==> src/rtl/seq_detect_ctrl_if.sv <==
// Word-level handshake between a producer and seq_detect_ctrl.
// Define SEQ_CTRL_ABORT_EN to add the abort request line.
interface seq_detect_ctrl_if #(
  parameter int WIDTH = 8,
  parameter int CNT_W = 4
);
  logic             start;
`ifdef SEQ_CTRL_ABORT_EN
  logic             abort;
`endif
  logic [WIDTH-1:0] data_in;
  logic             ready;
  logic             busy;
  logic [CNT_W-1:0] match_cnt;
  logic             done;

  modport master (
    output start,
`ifdef SEQ_CTRL_ABORT_EN
    output abort,
`endif
    output data_in,
    input  ready, busy, match_cnt, done
  );

  modport slave (
    input  start,
`ifdef SEQ_CTRL_ABORT_EN
    input  abort,
`endif
    input  data_in,
    output ready, busy, match_cnt, done
  );
endinterface

==> src/rtl/seq_detect_ctrl.sv <==
// Clears a two-in-a-row detector, shifts a word into it MSB-first and counts its hits.
// Optional SEQ_CTRL_ABORT_EN adds an abort that flushes the detector and returns to IDLE.
module seq_detect_ctrl #(
  parameter int WIDTH = 8,
  parameter int CNT_W = 4
) (
  input  logic               clk,
  input  logic               reset,
  seq_detect_ctrl_if.slave   bus,
  output logic               det_rst,
  output logic               det_w,
  input  logic               det_out
);

  localparam int IDX_W = $clog2(WIDTH);
  localparam logic [IDX_W-1:0] LAST = IDX_W'(WIDTH - 1);

  typedef enum logic [2:0] {
    IDLE,
    CLEAR,
    SHIFT,
`ifdef SEQ_CTRL_ABORT_EN
    FLUSH,
`endif
    DONE
  } state_t;

  state_t           state, next_state;
  logic [WIDTH-1:0] sr;
  logic [IDX_W-1:0] idx;
  logic [CNT_W-1:0] cnt;
  logic             abort_hit;
  logic             det_rst_d;

  always_ff @(posedge clk) begin
    if (reset) state <= IDLE;
    else       state <= next_state;
  end

  always_comb begin
    next_state = state;
    abort_hit  = 1'b0;
    case (state)
      IDLE:    if (bus.start) next_state = CLEAR;
      CLEAR:   next_state = SHIFT;
      SHIFT:   if (idx == LAST) next_state = DONE;
      DONE:    next_state = IDLE;
      default: next_state = IDLE;
    endcase
`ifdef SEQ_CTRL_ABORT_EN
    abort_hit = bus.abort && (state == CLEAR || state == SHIFT);
    if (abort_hit) next_state = FLUSH;
    det_rst_d = (next_state == CLEAR) || (next_state == FLUSH);
    bus.busy  = (state == CLEAR) || (state == SHIFT) || (state == FLUSH);
`else
    det_rst_d = (next_state == CLEAR);
    bus.busy  = (state == CLEAR) || (state == SHIFT);
`endif
  end

  // sr is shifted once at the CLEAR edge, so its MSB is always the next bit to present.
  always_ff @(posedge clk) begin
    if (reset) begin
      sr      <= '0;
      idx     <= '0;
      cnt     <= '0;
      det_rst <= 1'b1;
      det_w   <= 1'b0;
    end else begin
      det_rst <= det_rst_d;
      det_w   <= (next_state == SHIFT) ? sr[WIDTH-1] : 1'b0;
      case (state)
        IDLE: begin
          if (bus.start) begin
            sr  <= bus.data_in;
            cnt <= '0;
            idx <= '0;
          end
        end
        CLEAR: sr <= {sr[WIDTH-2:0], 1'b0};
        SHIFT: begin
          sr  <= {sr[WIDTH-2:0], 1'b0};
          idx <= idx + 1'b1;
          if (det_out) cnt <= cnt + 1'b1;
        end
        default: ;
      endcase
      if (abort_hit) cnt <= '0;
    end
  end

  assign bus.ready     = (state == IDLE);
  assign bus.done      = (state == DONE);
  assign bus.match_cnt = cnt;

endmodule

==> src/flat_wrapper.sv <==
// flat-port wrapper written by rule: the top's interface ports become plain ports
module seq_detect_ctrl_flat 
#(
  parameter int WIDTH = 8,
  parameter int CNT_W = 4
)
  (clk, reset, det_rst, det_w, det_out, bus_start, bus_data_in, bus_ready, bus_busy, bus_match_cnt, bus_done);
  seq_detect_ctrl_if #(.WIDTH(WIDTH), .CNT_W(CNT_W)) bus_i ();
  input  logic clk;
  input  logic reset;
  output logic det_rst;
  output logic det_w;
  input  logic det_out;
  input wire logic [$bits(bus_i.start)-1:0] bus_start;
  input wire logic [$bits(bus_i.data_in)-1:0] bus_data_in;
  output wire logic [$bits(bus_i.ready)-1:0] bus_ready;
  output wire logic [$bits(bus_i.busy)-1:0] bus_busy;
  output wire logic [$bits(bus_i.match_cnt)-1:0] bus_match_cnt;
  output wire logic [$bits(bus_i.done)-1:0] bus_done;
  assign bus_i.start = bus_start;
  assign bus_i.data_in = bus_data_in;
  assign bus_ready = bus_i.ready;
  assign bus_busy = bus_i.busy;
  assign bus_match_cnt = bus_i.match_cnt;
  assign bus_done = bus_i.done;
  seq_detect_ctrl #(.WIDTH(WIDTH), .CNT_W(CNT_W)) u_core (.clk(clk), .reset(reset), .bus(bus_i), .det_rst(det_rst), .det_w(det_w), .det_out(det_out));
endmodule
==> config.mk <==
export PLATFORM = sky130hd
export DESIGN_NAME = seq_detect_ctrl_flat
export DESIGN_NICKNAME = d
export VERILOG_FILES = /design/src/rtl/seq_detect_ctrl_if.sv /design/src/rtl/seq_detect_ctrl.sv /design/src/flat_wrapper.sv
export SDC_FILE = /design/constraint.sdc
export NUM_CORES = 1
export LEC_CHECK = 0
export BUFFER_PORTS_ARGS = -buffer_cell sky130_fd_sc_hd__buf_4
export CORE_UTILIZATION = 52
export DETAILED_ROUTE_END_ITERATION = 8
export PLACE_DENSITY_LB_ADDON = 0.05
export REMOVE_ABC_BUFFERS = 1
export SYNTH_ARGS = -nofsm -noshare
export SYNTH_HDL_FRONTEND = slang
export SYNTH_SLANG_ARGS = --single-unit
==> constraint.sdc <==
create_clock -name clk -period 1.8 [get_ports clk]
set_clock_uncertainty 0.05 [all_clocks]
set_input_delay 0.36 -clock clk [delete_from_list [all_inputs] [get_ports clk]]
set_output_delay 0.36 -clock clk [all_outputs]
set_load 0.01 [all_outputs]
==> flow_summary.toml, run 1 <==
[run_status]
status = "complete, no violations"

[cells_and_area]
synthToLayoutAreaGrowth_pct = 20.9
nFillCells = 164
final_common_cell = "buf_4"
utilization = 0.692
layout_common_cells = "buf_4, dfxtp_1, a21oi_1"
drive_gt1_frac = 0.246
nets = 154
insertedDiodeCount = 0

[critical_path]
reg2reg_from = "u_core.state[0]"
worst_ep_arrival_time_ps = 1230
setup.worst_path.start = "u_core.state[1]"
endpoint_kind = "output pin"
critPathLaunchType = "flop"
crit_fanout = 13
required_ps = 1390
crit_type = "reg -> out"

[detailed_routing]
detail_route.wl_per_cell_um = 13.0
top_layer = "met4"
wl_um = 2130
vias_per_cell = 5.63
vias = 917
first_pass_iters = 4
routed-wl-met2_um = 1010
wl_met3_um = 94
postRouteAntennaNets = 0
met1_length_um = 1000
drc = 0
drtIter0Drc = 24

[cts]
htree_levels = 1
clk_pin_slew_ps = 110
cts_buffers = 3
cts_buffer_depth = 2
cts_tree = "done"
cts_sinks = 20
cts_root_buffer = "clkbuf_4"
clk_latency_ps = 300
postCtsSetupBuffers = 0

[global_routing]
grt_pass1_wl_um = 3410
antenna_found_initial = 0
grt_max_degree = 16
overflow = 0
grt_pass1_vias = 818
track_usage = 0.225

[sta]
setup_viol = 0
period_share = 0.911
fin_tns_setup_ps = 0
timing.fmax_mhz = 610
final-hold-violation-count = 0
rsz0062_at_grt = "no"
drv_slew = 0
finalCriticalPeriod_ps = 1640

[power_and_ir_drop]
p_leak_nw = 0.526
peakVddDrop_mv = 0.547
power_density_mw_per_mm2 = 693

[logic_synthesis]
seq_area_frac_synth = 0.397
synthCells = 117
synth_area_mm2 = 0.00101
yosysUniqueCellTypes = 30
synth-seq-cells = 20
yosysTopAreaCellShare = 0.397
avgSynthCellArea_um2 = 8.63
synth_warnings = 0
synth.area.top_cells = "dfxtp_1, a21oi_1, o21ai_0"
synth_top_area_cell = "dfxtp_1"

[floorplanning]
core_area_mm2 = 0.00176
die-height_um = 46.1
die_w_um = 46.1
initial_core_util = 0.572
die_area_mm2 = 0.00212
rows = 15
io_pins = 21

[worst_hold_path]
worst_hold_startpoint = "reset"
min_path_type = "in -> reg"

[place]
dpl.hpwl_um = 1510
place_congestion = 0.833
io_buffers = 20

[job]
cap_violations = 0
kinds of logic (layout without fill, tap and decap cells):
group,count (synthesis),after routing,synth area share
and+or+nand+nor,38,38,0.237
xor gates and xnor gates,1,1,0.00868
other,1,1,0.00371
buffers and inverters,12,33,0.0607
DFF,20,20,0.397
AOI/OAI and AO/OA,40,40,0.237
adders and majority gates,3,3,0.0372
muxes,2,2,0.0198
report_power, final:
part / switching [mW] / internal [mW]
clock: 0.138 / 0.123
combinational: 0.0555 / 0.0552
sequential: 0.0154 / 0.458
total: 0.209 / 0.637
metal layers:
metal	track usage	vias to the layer above
met5	0	-
met4	0.112	0
met3	0.0353	4
met2	0.386	27
met1	0.269	423
li1	-	463
final timing paths:
| path | endpoint | slack, ps | cells past startpoint |
|---|---|---|---|
| max | bus_busy | 160 | 4 |
| min | u_core.idx[1] | 280 | 2 |
| max reg2reg | u_core.bus.match_cnt[3] | 360 | 3 |
| min reg2reg | u_core.idx[1] | 440 | 2 |
registers in the layout, summed over array words and instances (netlist names):
name and flops:
u_core.sr 8, u_core.bus.match_cnt 4, u_core.idx 3, u_core.state 3, u_core.det_rst 1, u_core.det_w 1
area by class of cell:
cell class | instances | area [um2] | share of cell area
timing repair buffer | 24 | 180 | 0.148
sequential | 20 | 407 | 0.333
multi-input combinational | 85 | 548 | 0.449
inverter | 5 | 18.8 | 0.0154
tap | 25 | 31.3 | 0.0256
clock buffer | 4 | 36.3 | 0.0297
what timing repair did:
action,CTS,global route
endpoints found under the setup margin,1,2
gates resized for setup,1,3
gates cloned,0,0
hold buffers,0,0
Yosys cell counts, drive strengths merged:
| cell | n |
|---|---|
| nand3 | 1 |
| nor4b | 1 |
| a21o | 2 |
| nor3 | 2 |
| nor3b | 3 |
| or4 | 2 |
| nand2 | 5 |
| nor2b | 7 |
| buf | 3 |
| mux2i | 2 |
| clkbuf | 4 |
| and3b | 7 |
| dfxtp | 20 |
| xor2 | 1 |
| or3 | 1 |
| ha | 3 |
| or2 | 1 |
| inv | 5 |
| a21oi | 16 |
| o211a | 1 |
| nor2 | 5 |
| nand4 | 1 |
| and3 | 1 |
| a32oi | 6 |
| o31ai | 2 |
| o21ai | 13 |
| conb | 1 |
| nand2b | 1 |
through the flow:
stage,cell area [um2],hold WS (ps),power [mW],setup WS (ps),std cells
after floorplan,967,379,0.536,280,110
after global placement,1180,411,0.591,327,159
after detailed placement,1180,416,0.594,283,159
after CTS,1220,274,0.856,51.0,163
after global routing,1220,278,0.891,24.0,163
final,1220,283,0.846,160,163
worst max-delay path: stages, from the launching register on:
cell	delay [ps]
dfxtp_4	440
xor2_1	200
nand2_1	120
inv_1	70
buf_4	110
Power figures use the tool's default switching activity.
==> run 2, diff against run 1 <==
--- a/config.mk
+++ b/config.mk
@@ -5,7 +5,7 @@
 export SDC_FILE = /design/constraint.sdc
 export NUM_CORES = 1
 export LEC_CHECK = 0
-export BUFFER_PORTS_ARGS = -buffer_cell sky130_fd_sc_hd__buf_4
+export BUFFER_PORTS_ARGS = -buffer_cell sky130_fd_sc_hd__buf_2
 export CORE_UTILIZATION = 52
 export DETAILED_ROUTE_END_ITERATION = 8
 export PLACE_DENSITY_LB_ADDON = 0.05
==> run 2 against run 1 <==
Routed wire length up 4.7%. Largest power group unchanged. Highest routed layer unchanged. Critical path type unchanged. Via count up 1.7%. Cell count unchanged. Global-route usage up 1.1 points. Final area down 4.2%.
==> flow_summary.toml, run 2 (synthesis results as in run 1) <==
[detailed_routing]
first_pass_iters = 4
detail_route.wl_per_cell_um = 13.6
drtIter0Drc = 29
drc = 0
wl_um = 2220
vias = 933
vias_per_cell = 5.72
postRouteAntennaNets = 0

[floorplanning]
die_w_um = 46.1
core_area_mm2 = 0.00176
rows = 15
die-height_um = 46.1
io_pins = 21
die_area_mm2 = 0.00212
initial_core_util = 0.572

[cells_and_area]
final_common_cell = "buf_2"
largest_register = "u_core.sr"
nets = 154
design_area_mm2 = 0.00117
largest_register_ffs = 8
drive_gt1_frac = 0.239
layout_common_cells = "buf_2, dfxtp_1, a21oi_1"
insertedDiodeCount = 0
synthToLayoutAreaGrowth_pct = 15.9
utilization = 0.663
final_cells = 163

[critical_path]
r2r_setup_slack_ps = 330
setup.worst_path.start = "u_core.state[2]"
critPathLaunchType = "flop"
required_ps = 1390
cpPeakStageDelay_ps = 490
worstSetupPathDepth = 3
worstPathCellList = "inv_1, and3_2, buf_2"
endpoint_kind = "output pin"
reg2reg_depth = 3
crit_fanout = 8
worst-path-buf-inv = 2
worst_ep_arrival_time_ps = 1320
crit_type = "reg -> out"
reg2reg_from = "u_core.state[2]"
crit_family = "flip-flops"
critical_path.slowest_cell = "dfxtp_1"

[worst_hold_path]
min_path_cells = 3
min_path_type = "in -> reg"
worst_hold_startpoint = "det_out"

[sta]
worst_slack_ps = 74.6
setup_viol = 0
fin_tns_setup_ps = 0
drv_slew = 0
final-hold-violation-count = 0
period_share = 0.959
rsz0062_at_grt = "no"
finalCriticalPeriod_ps = 1730
timing.fmax_mhz = 580

[global_routing]
overflow = 0
track_usage = 0.235
antenna_found_initial = 0
grt_max_degree = 16
grt_pass1_wl_um = 3480
grt_pass1_vias = 790

[power_and_ir_drop]
power_density_mw_per_mm2 = 716
peakVddDrop_mv = 0.454
p_leak_nw = 0.516

[cts]
cts_tree = "done"
clk_pin_slew_ps = 110
cts_buffer_depth = 2
cts_buffers = 3
postCtsSetupBuffers = 0
cts_root_buffer = "clkbuf_4"
cts_sinks = 20
clk_latency_ps = 300
cts_hold_buf = 0
htree_levels = 1

[place]
dpl.hpwl_um = 1590
post-place-ws_ps = 257
placed_cells = 159
io_buffers = 20
place_congestion = 0.785
place_area_mm2 = 0.00113

[run_status]
status = "complete, no violations"

[job]
cap_violations = 0
[run 2: cell counts in the layout (fill, tap and decap cells not counted)]
No cell type changed its count.
[run 2: per-stage QoR]
stage               total power, mW  hold slack (ps)
finish                        0.837              309
global route                  0.870              331
CTS                           0.850              298
detailed placement            0.585              424
global placement              0.582              412
floorplan                     0.536              379
[run 2: power by group]
| group | internal [mW] | switching (mW) |
|---|---|---|
| Clock | 0.123 | 0.138 |
| Sequential | 0.458 | 0.0157 |
| Combinational | 0.0462 | 0.0563 |
[run 2: final timing paths]
kind / endpoint
worst max-delay path: bus_done
worst max register to register: u_core.bus.match_cnt[3]
worst min-delay path: u_core.bus.match_cnt[1]
worst min register to register: u_core.sr[0]
[run 2: layout make-up]
type	count	area, um2
multi-input combinational	85	548
fill	168	594
timing repair buffer	24	130
sequential	20	405
inverter	5	18.8
tap	25	31.3
clock buffer	4	36.3
[run 2: worst min-delay path, cell delays in order]
cell and delay (ps):
buf_2 110, nand4_1 80, a21oi_1 60
[run 2: layer usage]
| layer | global-route usage | up-vias | wire [um] |
|---|---|---|---|
| met5 | 0 | - | 0 |
| met4 | 0.135 | 0 | 51 |
| met3 | 0.0471 | 6 | 136 |
| met2 | 0.383 | 35 | 1070 |
| met1 | 0.286 | 426 | 969 |
| li1 | - | 466 | - |
[run 2: repair_timing]
item	CTS	global route
endpoints found under the setup margin	1	1
resized for setup	1	2
endpoints found under the hold margin	0	0
